$ cat src/rtl/mem_arbiter_if.sv
// Cache-to-memory bundle: dcache and icache request ports plus the single RAM port.
// The arbiter takes the slave side; the caches/RAM model take the master side.
interface mem_arbiter_if;
  logic        dREN;
  logic        dWEN;
  logic [31:0] daddr;
  logic [31:0] dstore;
  logic [31:0] dload;
  logic        dwait;
  logic        iREN;
  logic [31:0] iaddr;
  logic [31:0] iload;
  logic        iwait;
  logic        ramREN;
  logic        ramWEN;
  logic [31:0] ramaddr;
  logic [31:0] ramstore;
  logic [31:0] ramload;
  logic [1:0]  ramstate;
  logic        memerr;

  modport slave (
    input  dREN, dWEN, daddr, dstore, iREN, iaddr, ramload, ramstate,
    output dload, dwait, iload, iwait, ramREN, ramWEN, ramaddr, ramstore, memerr
  );

  modport master (
    output dREN, dWEN, daddr, dstore, iREN, iaddr, ramload, ramstate,
    input  dload, dwait, iload, iwait, ramREN, ramWEN, ramaddr, ramstore, memerr
  );
endinterface

$ cat src/rtl/mem_arbiter.sv
// Arbitrates dcache (priority) and icache word requests onto one variable-latency RAM port.
// Request seen in IDLE -> RAM strobes next cycle -> wait low on first ACCESS; RAM BUSY/FREE holds service.
module mem_arbiter #(
  parameter int STARVE_LIMIT = 4
) (
  input  logic        CLK,
  input  logic        nRST,
  mem_arbiter_if.slave bus
);
  localparam int CW = $clog2(STARVE_LIMIT + 1);
  localparam logic [CW-1:0] LIMIT = CW'(STARVE_LIMIT);
  localparam logic [1:0] RAM_ACCESS = 2'd2;
  localparam logic [1:0] RAM_ERROR  = 2'd3;

  typedef enum logic [1:0] {IDLE, DSERV, ISERV} state_t;

  state_t        state;
  logic [CW-1:0] starveCnt;
  logic [31:0]   reqAddr;
  logic [31:0]   reqStore;
  logic          reqWrite;
  logic          memErr;

  logic dReq, dGrant, dServ, iServ;

  assign dReq   = bus.dREN | bus.dWEN;
  // dcache yields only once it has starved a waiting icache for LIMIT grants
  assign dGrant = dReq && !((starveCnt == LIMIT) && bus.iREN);
  assign dServ  = (state == DSERV);
  assign iServ  = (state == ISERV);

  always_ff @(posedge CLK or negedge nRST) begin
    if (!nRST) begin
      state     <= IDLE;
      starveCnt <= '0;
      reqAddr   <= '0;
      reqStore  <= '0;
      reqWrite  <= 1'b0;
      memErr    <= 1'b0;
    end else begin
      case (state)
        IDLE: begin
          if (dGrant) begin
            state    <= DSERV;
            reqAddr  <= bus.daddr;
            reqStore <= bus.dstore;
            reqWrite <= bus.dWEN;
            if (!bus.iREN)
              starveCnt <= '0;
            else if (starveCnt != LIMIT)
              starveCnt <= starveCnt + CW'(1);
          end else if (bus.iREN) begin
            state     <= ISERV;
            reqAddr   <= bus.iaddr;
            reqWrite  <= 1'b0;
            starveCnt <= '0;
          end
        end
        DSERV: begin
          if (!dReq || bus.ramstate == RAM_ACCESS) begin
            state <= IDLE;
          end else if (bus.ramstate == RAM_ERROR) begin
            memErr <= 1'b1;
            state  <= IDLE;
          end
        end
        ISERV: begin
          if (!bus.iREN || bus.ramstate == RAM_ACCESS) begin
            state <= IDLE;
          end else if (bus.ramstate == RAM_ERROR) begin
            memErr <= 1'b1;
            state  <= IDLE;
          end
        end
        default: state <= IDLE;
      endcase
    end
  end

  // RAM port is decoded from registered state and latched request only
  assign bus.ramREN   = (dServ && !reqWrite) || iServ;
  assign bus.ramWEN   = dServ && reqWrite;
  assign bus.ramaddr  = (dServ || iServ) ? reqAddr : '0;
  assign bus.ramstore = (dServ && reqWrite) ? reqStore : '0;

  assign bus.dwait  = !(dServ && dReq && bus.ramstate == RAM_ACCESS);
  assign bus.iwait  = !(iServ && bus.iREN && bus.ramstate == RAM_ACCESS);
  assign bus.dload  = dServ ? bus.ramload : '0;
  assign bus.iload  = iServ ? bus.ramload : '0;
  assign bus.memerr = memErr;
endmodule

$ cat src/flat_wrapper.sv
// flat-port wrapper written by rule: the top's interface ports become plain ports
module mem_arbiter_flat 
#(
  parameter int STARVE_LIMIT = 4
)
  (CLK, nRST, bus_dREN, bus_dWEN, bus_daddr, bus_dstore, bus_iREN, bus_iaddr, bus_ramload, bus_ramstate, bus_dload, bus_dwait, bus_iload, bus_iwait, bus_ramREN, bus_ramWEN, bus_ramaddr, bus_ramstore, bus_memerr);
  mem_arbiter_if bus_i ();
  input  logic CLK;
  input  logic nRST;
  input wire logic [$bits(bus_i.dREN)-1:0] bus_dREN;
  input wire logic [$bits(bus_i.dWEN)-1:0] bus_dWEN;
  input wire logic [$bits(bus_i.daddr)-1:0] bus_daddr;
  input wire logic [$bits(bus_i.dstore)-1:0] bus_dstore;
  input wire logic [$bits(bus_i.iREN)-1:0] bus_iREN;
  input wire logic [$bits(bus_i.iaddr)-1:0] bus_iaddr;
  input wire logic [$bits(bus_i.ramload)-1:0] bus_ramload;
  input wire logic [$bits(bus_i.ramstate)-1:0] bus_ramstate;
  output wire logic [$bits(bus_i.dload)-1:0] bus_dload;
  output wire logic [$bits(bus_i.dwait)-1:0] bus_dwait;
  output wire logic [$bits(bus_i.iload)-1:0] bus_iload;
  output wire logic [$bits(bus_i.iwait)-1:0] bus_iwait;
  output wire logic [$bits(bus_i.ramREN)-1:0] bus_ramREN;
  output wire logic [$bits(bus_i.ramWEN)-1:0] bus_ramWEN;
  output wire logic [$bits(bus_i.ramaddr)-1:0] bus_ramaddr;
  output wire logic [$bits(bus_i.ramstore)-1:0] bus_ramstore;
  output wire logic [$bits(bus_i.memerr)-1:0] bus_memerr;
  assign bus_i.dREN = bus_dREN;
  assign bus_i.dWEN = bus_dWEN;
  assign bus_i.daddr = bus_daddr;
  assign bus_i.dstore = bus_dstore;
  assign bus_i.iREN = bus_iREN;
  assign bus_i.iaddr = bus_iaddr;
  assign bus_i.ramload = bus_ramload;
  assign bus_i.ramstate = bus_ramstate;
  assign bus_dload = bus_i.dload;
  assign bus_dwait = bus_i.dwait;
  assign bus_iload = bus_i.iload;
  assign bus_iwait = bus_i.iwait;
  assign bus_ramREN = bus_i.ramREN;
  assign bus_ramWEN = bus_i.ramWEN;
  assign bus_ramaddr = bus_i.ramaddr;
  assign bus_ramstore = bus_i.ramstore;
  assign bus_memerr = bus_i.memerr;
  mem_arbiter #(.STARVE_LIMIT(STARVE_LIMIT)) u_core (.CLK(CLK), .nRST(nRST), .bus(bus_i));
endmodule
$ cat config.mk
export PLATFORM = sky130hd
export DESIGN_NAME = mem_arbiter_flat
export DESIGN_NICKNAME = d
export VERILOG_FILES = /design/src/rtl/mem_arbiter_if.sv /design/src/rtl/mem_arbiter.sv /design/src/flat_wrapper.sv
export SDC_FILE = /design/constraint.sdc
export NUM_CORES = 1
export LEC_CHECK = 0
export ABC_AREA = 1
export CAP_MARGIN = 20
export CORE_UTILIZATION = 38
export CTS_CLUSTER_SIZE = 20
export DETAILED_ROUTE_END_ITERATION = 16
export GPL_TIMING_DRIVEN = 1
export HOLD_SLACK_MARGIN = 0.12
export PLACE_DENSITY = 0.93
export SETUP_SLACK_MARGIN = 0.1
export SLEW_MARGIN = 10
export SYNTH_ARGS = -nofsm -noshare
export SYNTH_HDL_FRONTEND = slang
export SYNTH_SLANG_ARGS = --single-unit
$ cat constraint.sdc
create_clock -name CLK -period 2.2 [get_ports CLK]
set_input_delay 0.55 -clock CLK [delete_from_list [all_inputs] [get_ports CLK]]
set_output_delay 0.55 -clock CLK [all_outputs]
set_load 0.05 [all_outputs]
# Yosys cells after proc, flatten, opt, wreduce, memory -nomap -nowiden
# Cells that the tools add are included.
# op_classes
muxes	22
shifts	0
n_reduce_logical	25
bitwise	1
order_cmp	0
n_eq_ne	10
n_addsub	1
multipliers	0
div_mod_pow	0
# op_table
operator	n
$mux W32	6
$mux W3	4
$mux W2	5
$logic_and A1 B1 Y1	8
$eq A2 B2 Y1 const B	3
$logic_not A1 Y1	6
$ne A3 B3 Y1 const B	2
$pmux W2 S3	1
$reduce_and A3 Y1	2
$mux W1	5
$logic_or A1 B1 Y1	4
$ne A2 B2 Y1 const B	2
$reduce_and A2 Y1	2
$reduce_bool A2 Y1	2
$add A3 B1 Y3 const B	1
$eq A3 B3 Y1 const B	1
$ne A3 B2 Y1 const B	1
$eq A2 B1 Y1 const B	1
$logic_not A2 Y1	1
$pmux W1 S2	1
$or A1 B1 Y1	1
# word_totals
regBits	71
mem_bits_rw	0
memories	0
rom_bits	0
inputBits	135
latch_bits	0

# Longest topological paths before layout
# depth
ltp_word	6
ltp_mapped	10
depth_no_buf	9

# Worst setup path after synthesis
# No wires, ideal clock.
# synth_path
path_type	reg-to-output
startpoint	reg u_core.state[1]
endpoint	out bus_ramstore[22]
t_required_ps	1650
path_stages_with_launch	7
path_slack_ps	-253
arrival_time_ps	1903
cell_sequence	dfrtp_1 inv_1 ha_1 clkbuf_1 nand2_1 clkbuf_1 nor2_1
# synth_via
elab_chain_cells	3
# synth_lines
item	line	source
start, declared	mem_arbiter.sv:17	state_t state;
start signal, assigned	mem_arbiter.sv:34	state <= IDLE;
start signal, assigned	mem_arbiter.sv:44	state <= DSERV;
start signal, assigned	mem_arbiter.sv:53	state <= ISERV;
$eq A2 B1 Y1	mem_arbiter.sv:29	assign dServ = (state == DSERV);
$logic_and A1 B1 Y1	mem_arbiter.sv:84	assign bus.ramstore = (dServ && reqWrite) ? reqStore : '0;
$mux W32	mem_arbiter.sv:84	
end, declared	flat_wrapper.sv:25	output wire logic [$bits(bus_i.ramstore)-1:0] bus_ramstore;
# Every way passes these cells.

# Worst setup path after layout
# layout_path
startpoint	reg u_core.state[1]
endpoint	out bus_dload[29]
# layout_via
elab_chain_cells	2
# layout_lines
item	line	source
$eq A2 B1 Y1	mem_arbiter.sv:29	
$mux W32	mem_arbiter.sv:88	assign bus.dload = dServ ? bus.ramload : '0;
end, declared	flat_wrapper.sv:18	output wire logic [$bits(bus_i.dload)-1:0] bus_dload;
# Every way passes these cells.

==> results.md <==
* Largest area contributor in the netlist: dfrtp_1
* Starting Density at 39.5%
* DR vias at 5477
* Worst EP required at 1.65 ns
* Post-DP HPWL at 12700 µm
* Drt wl/cell at 18.0 µm
* Clk sink count at 71
* Worst hold path class: in -> async
* Top-area cell type share of the netlist area at 41.0%
* Switch Pwr at 0.00712 W
* Worst EP arrival at 1.71 ns
* Post-synthesis sequential area ratio at 41.0%
* Vias in the first global route at 5404
* Drt total wl at 19900 µm
* Cell Int Power at 0.00738 W
* WP depth at 6
* PnR worst setup slack at -0.0606 ns
* Fin Setup TNS at -0.723 ns
* Layout cells sized above 1 at 32.3%
* FP Rows at 38
* Crit Path Class: reg -> out
* Endpoints failing setup at 49
* Synth unique cells at 19
* CTS tree: done
* Yosys warns at 0
* Syn avg cell area at 6.30 µm²
* # IOs at 268
* Fin. max-slew vios at 0
* Port Buffer Count at 267
* Leakage power at 5.03 nW
* Final worst path period share at 103%
* Syn Nets at 829
* Root buf cell: clkbuf_16
* Outcome: finished, violations left
* Ant diodes at 0
* Die width at 109 µm
* Synth Instances at 688
* Drt pass-1 iters at 7
* Worst Clk Skew at 0.00633 ns
* Switching portion of total power at 49.1%
* Max-capacitance violation count at 0
* Final Power at 0.0145 W
* Tightest Pin Transition at 0.522 ns
* CP Cell Sequence: inv_2, ha_4, buf_6, nand2_1, inv_1, buf_12
* Max Freq at 442 MHz
* Critical path capture point type: output port
* Worst r2r path cells at 7
* Total congestion overflow at 0
* RSZ-0062 raised after global routing: yes
* Post-route minimum period at 2.26 ns
* Area contributors post-synth: dfrtp_1 (41%), nand2_1 (21%), inv_1 (15%), nor2_1 (5.8%), o21ai_1 (4.8%)
* H-Tree Level Count at 3
* Buf/Inv on CP at 4
* Slew margin rel. at 65.1%
* CP Launch Type: flop
* VDD IR max at 0.000995 V
* Critical path's top delay family: buffers and inverters
* Pwr/cell area at 1490 mW/mm²
* Register clock-pin slew on the reported worst setup and hold paths at 0.06 ns
* Syn-to-layout area delta at 125%
* # hold bufs at CTS at 0
* Placer Congestion at 0.823
* CTS buffer count at 9
* Clock network power share at 10.1%
* Slowest stage delay, CP at 0.43 ns
* Chip Height at 109 µm
* Clk buf depth at 2
* DR vias/cell at 4.93
* Power share of the combinational group at 73.8%
* Largest net degree at the start of global routing at 67
* Seq cells post-synth at 71
* Post-synthesis cell area at 0.00434 mm²
* Core area at 0.0110 mm²
* Final count of hold timing violations at 0
* Slowest CP cell: dfrtp_1
* Die area at 0.0118 mm²
* Tot GR Track Use at 29.1%
* DRC viols at 0
* Sequential Power Share at 16.2%
* Worst-path fanout max at 19
* First-pass GRT wire length at 26400 µm
* Clk_lat worst skew at 0.32 ns
* Nets at 1107
* Failing checks: negative setup slack
* Initial DRC count at 398
* Initial antenna violation count at 0
* Routed Antenna Nets at 0
synth_stat cells:
cell type / n
a21oi_1: 1
nand4_1: 3
inv_2: 1
o21ai_1: 42
a21oi_2: 1
nor2_2: 1
xor2_1: 1
o22ai_1: 1
nand2_1: 248
nand3_1: 7
buf_6: 4
dfrtp_1: 71
ha_1: 6
buf_4: 10
nor2_1: 67
inv_1: 177
clkbuf_1: 16
buf_2: 5
o21ai_0: 26
layout make-up:
type                            instances  area (µm²)
Clock inverter                          5        58.8
Inverter                              178         739
Multi-Input combinational cell        404        2250
Tap cell                              140         175
Clock buffer                           10         239
Sequential cell                        71        1780
Fill cell                             462        1230
Timing Repair Buffer                  302        4500
per-stage QoR:
step	hold WS (ns)	setup slack, ns	cell area, µm²	cells	utilization (%)
6_report	0.171	-0.0606	9750	1110	88.8
4_1_cts	0.178	0.0322	9290	1100	84.6
2_1_floorplan	0.254	0.0641	4580	688	-
3_3_place_gp	0.453	0.0886	8720	1075	79.4
5_1_grt	0.204	-0.108	9750	1110	88.8
3_5_place_dp	0.458	-0.0427	8720	1075	79.4
layer usage:
layer	share of wire [%]	GRT usage (%)	up-vias
met5	0	0	-
met4	4.9	13.0	0
met3	6.3	5.38	76
met2	54	54.7	290
met1	35	31.4	2600
li1	-	-	2511
flip-flops by register name, summed over array words and instances, names as in the netlist:
signal / cells
u_core.bus.memerr: 1
u_core.reqWrite: 1
u_core.reqStore: 32
u_core.reqAddr: 32
u_core.starveCnt: 3
u_core.state: 2
final timing paths:
check,from,end,slack [ns]
max,u_core.state[1],bus_dload[29],-0.06
min,nRST,u_core.reqAddr[7],0.17
max reg2reg,u_core.state[1],u_core.reqAddr[1],0.35
min reg2reg,u_core.reqAddr[15],u_core.reqAddr[15],0.49
max in group asynchronous,nRST,u_core.reqStore[31],1.45
min in group CLK,u_core.reqAddr[15],u_core.reqAddr[15],0.49
power by group through the flow:
| stage | Clock, W | Combinational (W) | Sequential (W) |
|---|---|---|---|
| after floorplan | 0 | 0.00500 | 0.00215 |
| after global placement | 0 | 0.00903 | 0.00219 |
| after detailed placement | 0 | 0.00927 | 0.00224 |
| after CTS | 0.00146 | 0.00983 | 0.00223 |
| after global routing | 0.00153 | 0.0112 | 0.00240 |
| final | 0.00146 | 0.0107 | 0.00235 |
placed cells by master, fill, tap and decap left out, types with 3 or more instances in the layout:
| cell type | n |
|---|---|
| buf_6 | 8 |
| clkbuf_16 | 11 |
| nand4_1 | 3 |
| inv_4 | 27 |
| ha_4 | 3 |
| inv_1 | 125 |
| buf_8 | 3 |
| o21ai_1 | 42 |
| dfrtp_1 | 70 |
| nand2_1 | 210 |
| ha_1 | 3 |
| buf_12 | 140 |
| nand2_4 | 31 |
| o21ai_0 | 26 |
| nor2_1 | 35 |
| buf_4 | 12 |
| clkinvlp_4 | 3 |
| buf_16 | 3 |
| clkdlybuf4s50_1 | 133 |
| nand3_1 | 6 |
| inv_2 | 25 |
| nand2_2 | 6 |
| nor2_4 | 33 |
cell families (layout without fill, tap and decap cells):
kind of cell             Yosys count  after routing  synth area share, %
AO/OA/AOI/OAI                     71             71                 8.31
adder cells (fa/ha/maj)            6              6                 1.73
flip-flops                        71             71                 41.0
XOR/XNOR                           1              1                0.202
AND/OR/NAND/NOR                  326            326                 28.6
buffers and inverters            213            495                 20.1
timing repair:
item / in CTS / in global routing
resized for setup: 36 / 146
pin swaps: 4 / 27
setup endpoints to repair: 132 / 118
cloned: 3 / 3
buffers inserted: 7 / 7
Note: power is estimated with default switching activity, not from simulation.
